$ cat src/rtl/exec_mul_unit.sv
// exec_mul_unit
//   Execute-stage result source feeding the ALU-output pipeline register.
//   Normally passes the single-cycle ALU result straight through. On a
//   multiply request it runs an unsigned shift-add multiply over DSIZE
//   cycles and stalls the pipeline while it runs. It then presents the low
//   half of the product for one cycle, so the downstream register captures
//   the product instead of the ALU result.
//
// Ports
//   clk     pipeline clock, all state changes on the rising edge
//   rst     synchronous active-high reset; aborts any running multiply
//   start   multiply request, sampled only while idle
//   op_a    multiplicand, captured when start is accepted
//   op_b    multiplier, captured when start is accepted
//   alu_in  single-cycle ALU result
//   result  value presented to the ALU-output register
//   busy    stall request to upstream stages
//   done    one-cycle pulse while result carries a product
//   ovf     upper half of the product is non-zero (valid with done)
module exec_mul_unit #(
    parameter int DSIZE = 16
) (
    input  logic             clk,
    input  logic             rst,
    input  logic             start,
    input  logic [DSIZE-1:0] op_a,
    input  logic [DSIZE-1:0] op_b,
    input  logic [DSIZE-1:0] alu_in,
    output logic [DSIZE-1:0] result,
    output logic             busy,
    output logic             done,
    output logic             ovf
);

    localparam int CNT_W = $clog2(DSIZE + 1);
    localparam logic [CNT_W-1:0] CNT_LAST = CNT_W'(DSIZE - 1);

    typedef enum logic [1:0] {
        IDLE = 2'd0,
        RUN  = 2'd1,
        DONE = 2'd2
    } state_t;

    state_t             state;
    state_t             state_next;
    logic [2*DSIZE-1:0] acc;
    logic [2*DSIZE-1:0] mcand;
    logic [DSIZE-1:0]   mplier;
    logic [CNT_W-1:0]   cnt;
    logic               accept;

    // One shift-add step: add the shifted multiplicand when the current
    // multiplier bit is set. Wraps modulo 2^(2*DSIZE), which cannot actually
    // happen for DSIZE-bit operands but keeps the width exact.
    function automatic logic [2*DSIZE-1:0] acc_step(
        input logic [2*DSIZE-1:0] acc_cur,
        input logic [2*DSIZE-1:0] mcand_cur,
        input logic               bit_set
    );
        acc_step = bit_set ? (acc_cur + mcand_cur) : acc_cur;
    endfunction

    assign accept = (state == IDLE) && start;

    always_comb begin
        state_next = state;
        case (state)
            IDLE:    if (start) state_next = RUN;
            RUN:     if (cnt == CNT_LAST) state_next = DONE;
            DONE:    state_next = IDLE;
            default: state_next = IDLE;
        endcase
    end

    always_ff @(posedge clk) begin
        if (rst) begin
            state  <= IDLE;
            acc    <= '0;
            mcand  <= '0;
            mplier <= '0;
            cnt    <= '0;
        end else begin
            state <= state_next;
            case (state)
                IDLE: begin
                    if (start) begin
                        acc    <= '0;
                        mcand  <= {{DSIZE{1'b0}}, op_a};
                        mplier <= op_b;
                        cnt    <= '0;
                    end
                end
                RUN: begin
                    acc    <= acc_step(acc, mcand, mplier[0]);
                    mcand  <= mcand << 1;
                    mplier <= mplier >> 1;
                    cnt    <= cnt + 1'b1;
                end
                default: begin
                end
            endcase
        end
    end

    // busy rises combinationally on the accept cycle so the upstream stage
    // holds its operands immediately. It drops in DONE so the downstream
    // register captures the product at the end of that cycle.
    always_comb begin
        busy   = accept || (state == RUN);
        done   = (state == DONE);
        ovf    = (state == DONE) && (|acc[2*DSIZE-1:DSIZE]);
        result = (state == DONE) ? acc[DSIZE-1:0] : alu_in;
    end

endmodule

$ cat config.mk
export PLATFORM = sky130hd
export DESIGN_NAME = exec_mul_unit
export DESIGN_NICKNAME = d
export VERILOG_FILES = /design/src/rtl/exec_mul_unit.sv
export SDC_FILE = /design/constraint.sdc
export NUM_CORES = 1
export LEC_CHECK = 0
export ABC_AREA = 1
export BUFFER_PORTS_ARGS = -buffer_cell sky130_fd_sc_hd__buf_2
export CAP_MARGIN = 25
export CORE_ASPECT_RATIO = 0.9
export CORE_UTILIZATION = 35
export DETAILED_ROUTE_END_ITERATION = 6
export MAX_ROUTING_LAYER = met4
export RECOVER_POWER = 50
export SYNTH_ARGS = -nofsm -noshare
export SYNTH_HDL_FRONTEND = slang
export SYNTH_SLANG_ARGS = --single-unit
$ cat constraint.sdc
create_clock -name clk -period 2.6 [get_ports clk]
set_input_delay 0.52 -clock clk [delete_from_list [all_inputs] [get_ports clk]]
set_output_delay 0.52 -clock clk [all_outputs]
set_load 0.01 [all_outputs]
==> summary.md, run 1 <==
| Metric | Value |
|---|---|
| Asr flop ratio synth | 0% |
| PD cells | around 480 nW/um2 |
| Post-synth top cells | nand2_1, inv_1, nor2_1 |
| VDD IR-drop max | 0.3387 mV |
| First-pass GRT wire length | around 27,000 um |
| Worst slew pin tran | 0.9538 ns |
| Wirelength per Cell | 13.22 um |
| Count of buffers from port buffering | 69 |
| Initial core utilization | 36.26% |
| DRT Pass-1 Iters | 7 |
| Final worst slack | roughly 0.37 ns |
| I/O pin count | 70 |
| Synth area leaders | dfxtp_1, nand2_1, inv_1 |
| CTS resizes | 0 |
| Largest family of logic cells by synthesized area | simple AND/OR/NAND/NOR gates |
| Cell accounting for the most synthesized area | dfxtp_1 |
| Worst Hold Path EP | mcand[6] |
| Synth-to-layout area growth | 14.70% |
| Clock sink total | 87 |
| Number of flops mapped to enable cells by yosys | 0 |
| CP startpoint kind | register |
| Post-synthesis cell count | 947 |
| Die width | 139.0 um |
| Max_slew headroom | 36.41% |
| Layout cell share with drive strength beyond 1 | between 10% and 20% |
| Multiplexer share of the synthesized area | 0% |
| Critical R2R Launch | state[1] |
| Most common cell in the synthesized netlist | nand2_1 |
| Cell Area, Synth | 5908 um2 |
| Sequential fraction of the synthesis area | 29.48% |
| Peak Freq | around 450 MHz |
| Largest net degree at the start of global routing | 55 |
| R2R setup slack | 0.37 ns |
| Crit end category | register |
| FF+latch count, synth | 87 |
| Compound-cell area share of the yosys netlist | 13.34% |
| Leakage | 3.449 nW |
| Die area | 17,400 um2 |
| Gr ovfl total | 0 |
| DRT antenna net count | 0 |
| Initial antenna violation count | 0 |
| Fin crit period | 2.232 ns |
| Post-CTS Hold Fix Bufs | 0 |
| Top-area cell type share of the netlist area | 29.48% |
| Hold Vio Cnt, Final | 0 |
| Clk_skew | 0.01240 ns |
| Via count | approximately 5,900 |
| Critical path class | register to register |
| Antenna diodes | 0 |
| Final WL | 16,120 um |
| WP data arrival | between 2 and 3 ns |
| Syn nets | 1,032 |
| Core area | ~16,000 um2 |
| DPL Wire Length | 12,290 um |
| Max-cap violations | 0 |
| Prevailing post-synth register cell | dfxtp_1 |
| CTS buffer count | 9 |
| Slew Limit Fails | 0 |
| Root Buffer | clkbuf_16 |
| FF-to-FF path depth | 8 |
| Status | finished, final reports clean |
| Post-synthesis xor/xnor area fraction | 0.1482% |
| Post-synthesis simple-gate area fraction | 39.20% |
| Setup Viol. Count Final | 0 |
| Hold Crit Class | input pin to register |
| Final worst path period share | 85.84% |
| Place WS | 0.5171 ns |
| Final Instance Area | 6777 um2 |
| Hold Crit Depth | 3 |
| Clock-pin slew on the worst setup and hold paths | 0.07 ns |
| Dpl cell area | 6470 um2 |
| CP Max Fanout | 30 |
| Row count | between 40 and 50 |
| Later-pin clock latency in the skew report | ~0.36 ns |
| CTS tree | done |
| Worst min-delay path startpoint | op_a[6] |
| Worst r2r dst | acc[15] |
| Routability Congestion | 0.9206 |
| # nets final | 1,093 |
| Global Route Usage Sum | 19.95% |
| 1st-iter DRT viols | 430 |
| Adder-cell share of the synthesized area | 7.327% |
| CP required | 2.88 ns |
| Die height | 125.3 um |
| Clock H-tree levels | 3 |
| Max Root-Sink Buffers | 2 |
| Distinct cell type count after synthesis | 39 |
| Average via count per standard cell | roughly 4.9 |
| Vias in the first global route | about 5,500 |
| Synthesized area per cell | just over 6 um2 |
| Post-Route Utilization | 41.58% |
| RSZ-0062 raised after global routing | false |
| Ys Warns | 0 |
| # Post-CTS Setup Buffers | 0 |
| DRC | 0 |
| Critical path startpoint | state[1] |
| Final setup TNS | 0 ns |
-- worst max-delay path by stage --
stage,end,slack (ns),depth (start not counted)
6_report,acc[15],0.37,8
5_1_grt,cnt[3],0.16,7
4_1_cts,busy,0.36,5
3_5_place_dp,acc[16],0.52,13
3_3_place_gp,acc[16],0.55,13
2_1_floorplan,acc[28],0.84,13
-- final cells by class --
cell class	instances	area [um2]
sequential	87	1742
multi-input combinational	700	3538
clock buffer	10	239.0
clock inverter	6	60.06
tap	207	259.0
timing repair buffer	80	450.4
fill	1787	9519
inverter	130	488.0
-- placed cells by master (no fill, tap or decap), drive strengths merged, types with 4 or more instances in the layout --
master / instances
nand3: 54
clkbuf: 13
a21o: 4
nor4: 4
a21oi: 57
nand4: 4
nand2: 319
or2: 9
ha: 33
nor3: 17
inv: 134
o221ai: 13
a22oi: 18
o21ai: 25
nand3b: 5
dfxtp: 87
buf: 77
nor2: 123
-- critical path: stages, from the launching register on --
cell,delay (ns)
dfxtp_1,0.30
inv_1,0.09
nand2_1,0.28
nor2_2,0.19
clkbuf_2,0.65
inv_1,0.26
a21oi_1,0.18
o21ai_0,0.10
a21oi_1,0.11
-- kinds of logic (layout without fill, tap and decap cells) --
| kind of cell | Yosys count | after routing |
|---|---|---|
| DFF | 87 | 87 |
| adders and majority gates | 34 | 34 |
| buffers and inverters | 160 | 226 |
| AOI/OAI and AO/OA | 128 | 128 |
| xor gates and xnor gates | 1 | 1 |
| and+or+nand+nor | 537 | 537 |
-- sequential cells by signal, indices dropped and copies added (netlist names) --
signal / cells
state: 2
mplier: 16
cnt: 5
acc: 32
mcand: 32
-- routing by layer --
layer | global-route usage (%) | part of all wire (%)
met2 | 28.91 | 41
met1 | 28.32 | 52
met5 | - | 0
met3 | 3.409 | 5.5
met4 | 5.294 | 1.5
-- through the flow --
stage | power, mW | hold WS (ns) | std cells
final | 3.270 | 0.3861 | 1220
after global placement | 1.971 | 0.4496 | 1203
after CTS | 3.310 | 0.3753 | 1219
after detailed placement | 1.975 | 0.4582 | 1203
after floorplan | 1.806 | 0.4369 | 947
after global routing | 3.421 | 0.3901 | 1220
-- where the power goes --
part | switching (mW) | internal, mW
clock | 0.622 | 0.704
combinational | 0.305 | 0.174
sequential | 0.0621 | 1.40
No activity file was read; power rests on OpenSTA's default activity.
==> run 2: changes to the inputs <==
- CTS_BUF_LIST: unset -> sky130_fd_sc_hd__clkbuf_4
==> summary.md, run 2 (synthesized netlist as in run 1, its figures left out) <==
| Metric | Value |
|---|---|
| Wirelength per Cell | 13.18 um (-0.24%) |
| Die width | 139.0 um (unchanged) |
| Cell Chain, Critical Path | inv_1 > nand2_1 > inv_2 > nor2_1 > inv_2 > buf_2 |
| Final setup TNS | 0 ns (unchanged) |
| Clock-pin slew on the worst setup and hold paths | 0.17 ns (+0.10 ns) |
| Row count | 44 (unchanged) |
| WP data arrival | 1.81 ns (-0.70 ns) |
| Status | finished, final reports clean |
| Most frequent cells in the layout | nand2_1, inv_1, nor2_1 |
| RSZ-0062 raised after global routing | false |
| Max-cap violations | 0 (unchanged) |
| VDD IR-drop max | 0.3420 mV (+0.96%) |
| Hold Crit Class | input pin to register |
| Crit-path slowest cell | dfxtp_1 |
| DRC | 0 (unchanged) |
| CP bufs+invs | 4 (+1) |
| Max Root-Sink Buffers | 2 (unchanged) |
| Max_slew headroom | 34.91% (-1.5 points) |
| CTS tree | done |
| Root Buffer | clkbuf_4 |
| Peak Freq | 429.4 MHz (-4.2%) |
| Die height | 125.3 um (unchanged) |
| Final Instance Area | 6614 um2 (-2.4%) |
| # nets final | 1,093 (unchanged) |
| # Post-CTS Setup Buffers | 0 (unchanged) |
| Synth-to-layout area growth | 11.94% |
| Layout cell share with drive strength beyond 1 | 14.22% (unchanged) |
| CP dominant cell by count | inv_2 |
| Largest stage delay on the critical path | 0.33 ns (-0.32 ns) |
| Initial antenna violation count | 1 (+1) |
| Clock sink total | 87 (unchanged) |
| CP startpoint kind | register |
| Gr ovfl total | 0 (unchanged) |
| Leakage | 3.373 nW (-2.2%) |
| Setup Viol. Count Final | 0 (unchanged) |
| Final WL | 16,110 um (about the same) |
| Average via count per standard cell | 4.846 (-0.26%) |
| Vias in the first global route | 5,485 (-0.42%) |
| Worst slew pin tran | 0.9764 ns (+0.02259 ns) |
| DRT antenna net count | 0 (unchanged) |
| Slew Limit Fails | 0 (unchanged) |
| 1st-iter DRT viols | 421 (-2.1%) |
| Initial core utilization | 36.26% (unchanged) |
| Regs by FF count | acc (32), mcand (32), mplier (16) |
| I/O pin count | 70 (unchanged) |
| Dpl cell area | 6470 um2 (unchanged) |
| Post-CTS Hold Fix Bufs | 0 (unchanged) |
| Final worst path period share | 89.58% (+3.7 points) |
| Via count | 5,922 (-0.10%) |
| Fin crit period | 2.329 ns (+0.09715 ns) |
| Global Route Usage Sum | 20.01% (+0.060 points) |
| Clock H-tree levels | 3 (unchanged) |
| Later-pin clock latency in the skew report | 0.49 ns (+0.13 ns) |
| Largest net degree at the start of global routing | 55 (unchanged) |
| Delay-heaviest family, CP | buffers and inverters |
| DRT Pass-1 Iters | 7 (unchanged) |
| Crit end category | output pin |
| CP required | 2.08 ns (-0.80 ns) |
| Critical path class | register to output pin |
| DPL Wire Length | 12,290 um (unchanged) |
| Core area | 16,300 um2 (unchanged) |
| CTS resizes | 0 (unchanged) |
| Commonest non-fill, non-tap cell in the layout | nand2_1 |
| CP Max Fanout | 16 (-47%) |
| Clk_skew | 0.02509 ns (+0.01269 ns) |
| Count of buffers from port buffering | 69 (unchanged) |
| First-pass GRT wire length | 27,030 um (about the same) |
| Hold Vio Cnt, Final | 0 (unchanged) |
| Die area | 17,400 um2 (unchanged) |
| Routability Congestion | 0.9206 (unchanged) |
| PD cells | 414.4 nW/um2 (-14%) |
| CTS buffer count | 9 (unchanged) |
run 2: cell types whose count changed in the layout (fill, tap and decap cells not counted):
cell / before / now
clkbuf_16: 9 / 0
clkbuf_4: 0 / 9
clkbuf_8: 1 / 0
clkinv_1: 1 / 2
diode_2: 0 / 2
inv_1: 127 / 126
inv_2: 2 / 3
run 2: worst reg2reg max path, stage by stage (launching register included):
cell	delay, ns
dfxtp_1	0.33
inv_1	0.09
nand2_1	0.28
nor2_1	0.26
clkbuf_2	0.65
inv_1	0.26
a21oi_1	0.18
o21ai_0	0.10
a21oi_1	0.11
run 2: path summary, 6_finish.rpt:
path              start         end  slack, ns  cells after the start
max            state[1]        busy       0.27                      6
min             op_a[6]    mcand[6]       0.24                      3
max reg2reg    state[1]     acc[15]       0.30                      8
min reg2reg  mplier[15]  mplier[15]       0.48                      2
run 2: report_power, final:
part | internal [mW] | switching [mW]
clock network | 0.222 | 0.570
logic | 0.175 | 0.306
registers | 1.40 | 0.0621
total | 1.80 | 0.939
run 2: metal layers:
metal | vias up | track usage [%] | routed length [um]
li1 | 3145 | - | -
met1 | 2642 | 28.20 | 8608
met2 | 122 | 29.11 | 6579
met3 | 13 | 3.562 | 735
met4 | 0 | 5.359 | 187
met5 | - | - | 0
run 2: cell type report:
cell class | count | area, um2
multi-input combinational | 700 | 3538
clock buffer | 9 | 67.56
clock inverter | 7 | 63.81
antenna | 2 | 5.005
inverter | 130 | 488.0
timing repair buffer | 80 | 450.4
sequential | 87 | 1742
tap | 207 | 259.0
fill | 1806 | 9682
run 2: per-stage QoR:
step | setup WS (ns) | utilization, % | power, mW | std cells | hold WS (ns)
after floorplan | 0.8415 | - | 1.806 | 947 | 0.4369
after global placement | 0.5462 | 39.70 | 1.971 | 1203 | 0.4496
after detailed placement | 0.5171 | 39.70 | 1.975 | 1203 | 0.4582
after CTS | 0.1872 | 40.51 | 2.767 | 1219 | 0.2120
after global routing | 0.07280 | 40.59 | 2.886 | 1222 | 0.2070
final | 0.2709 | 40.59 | 2.741 | 1222 | 0.2410
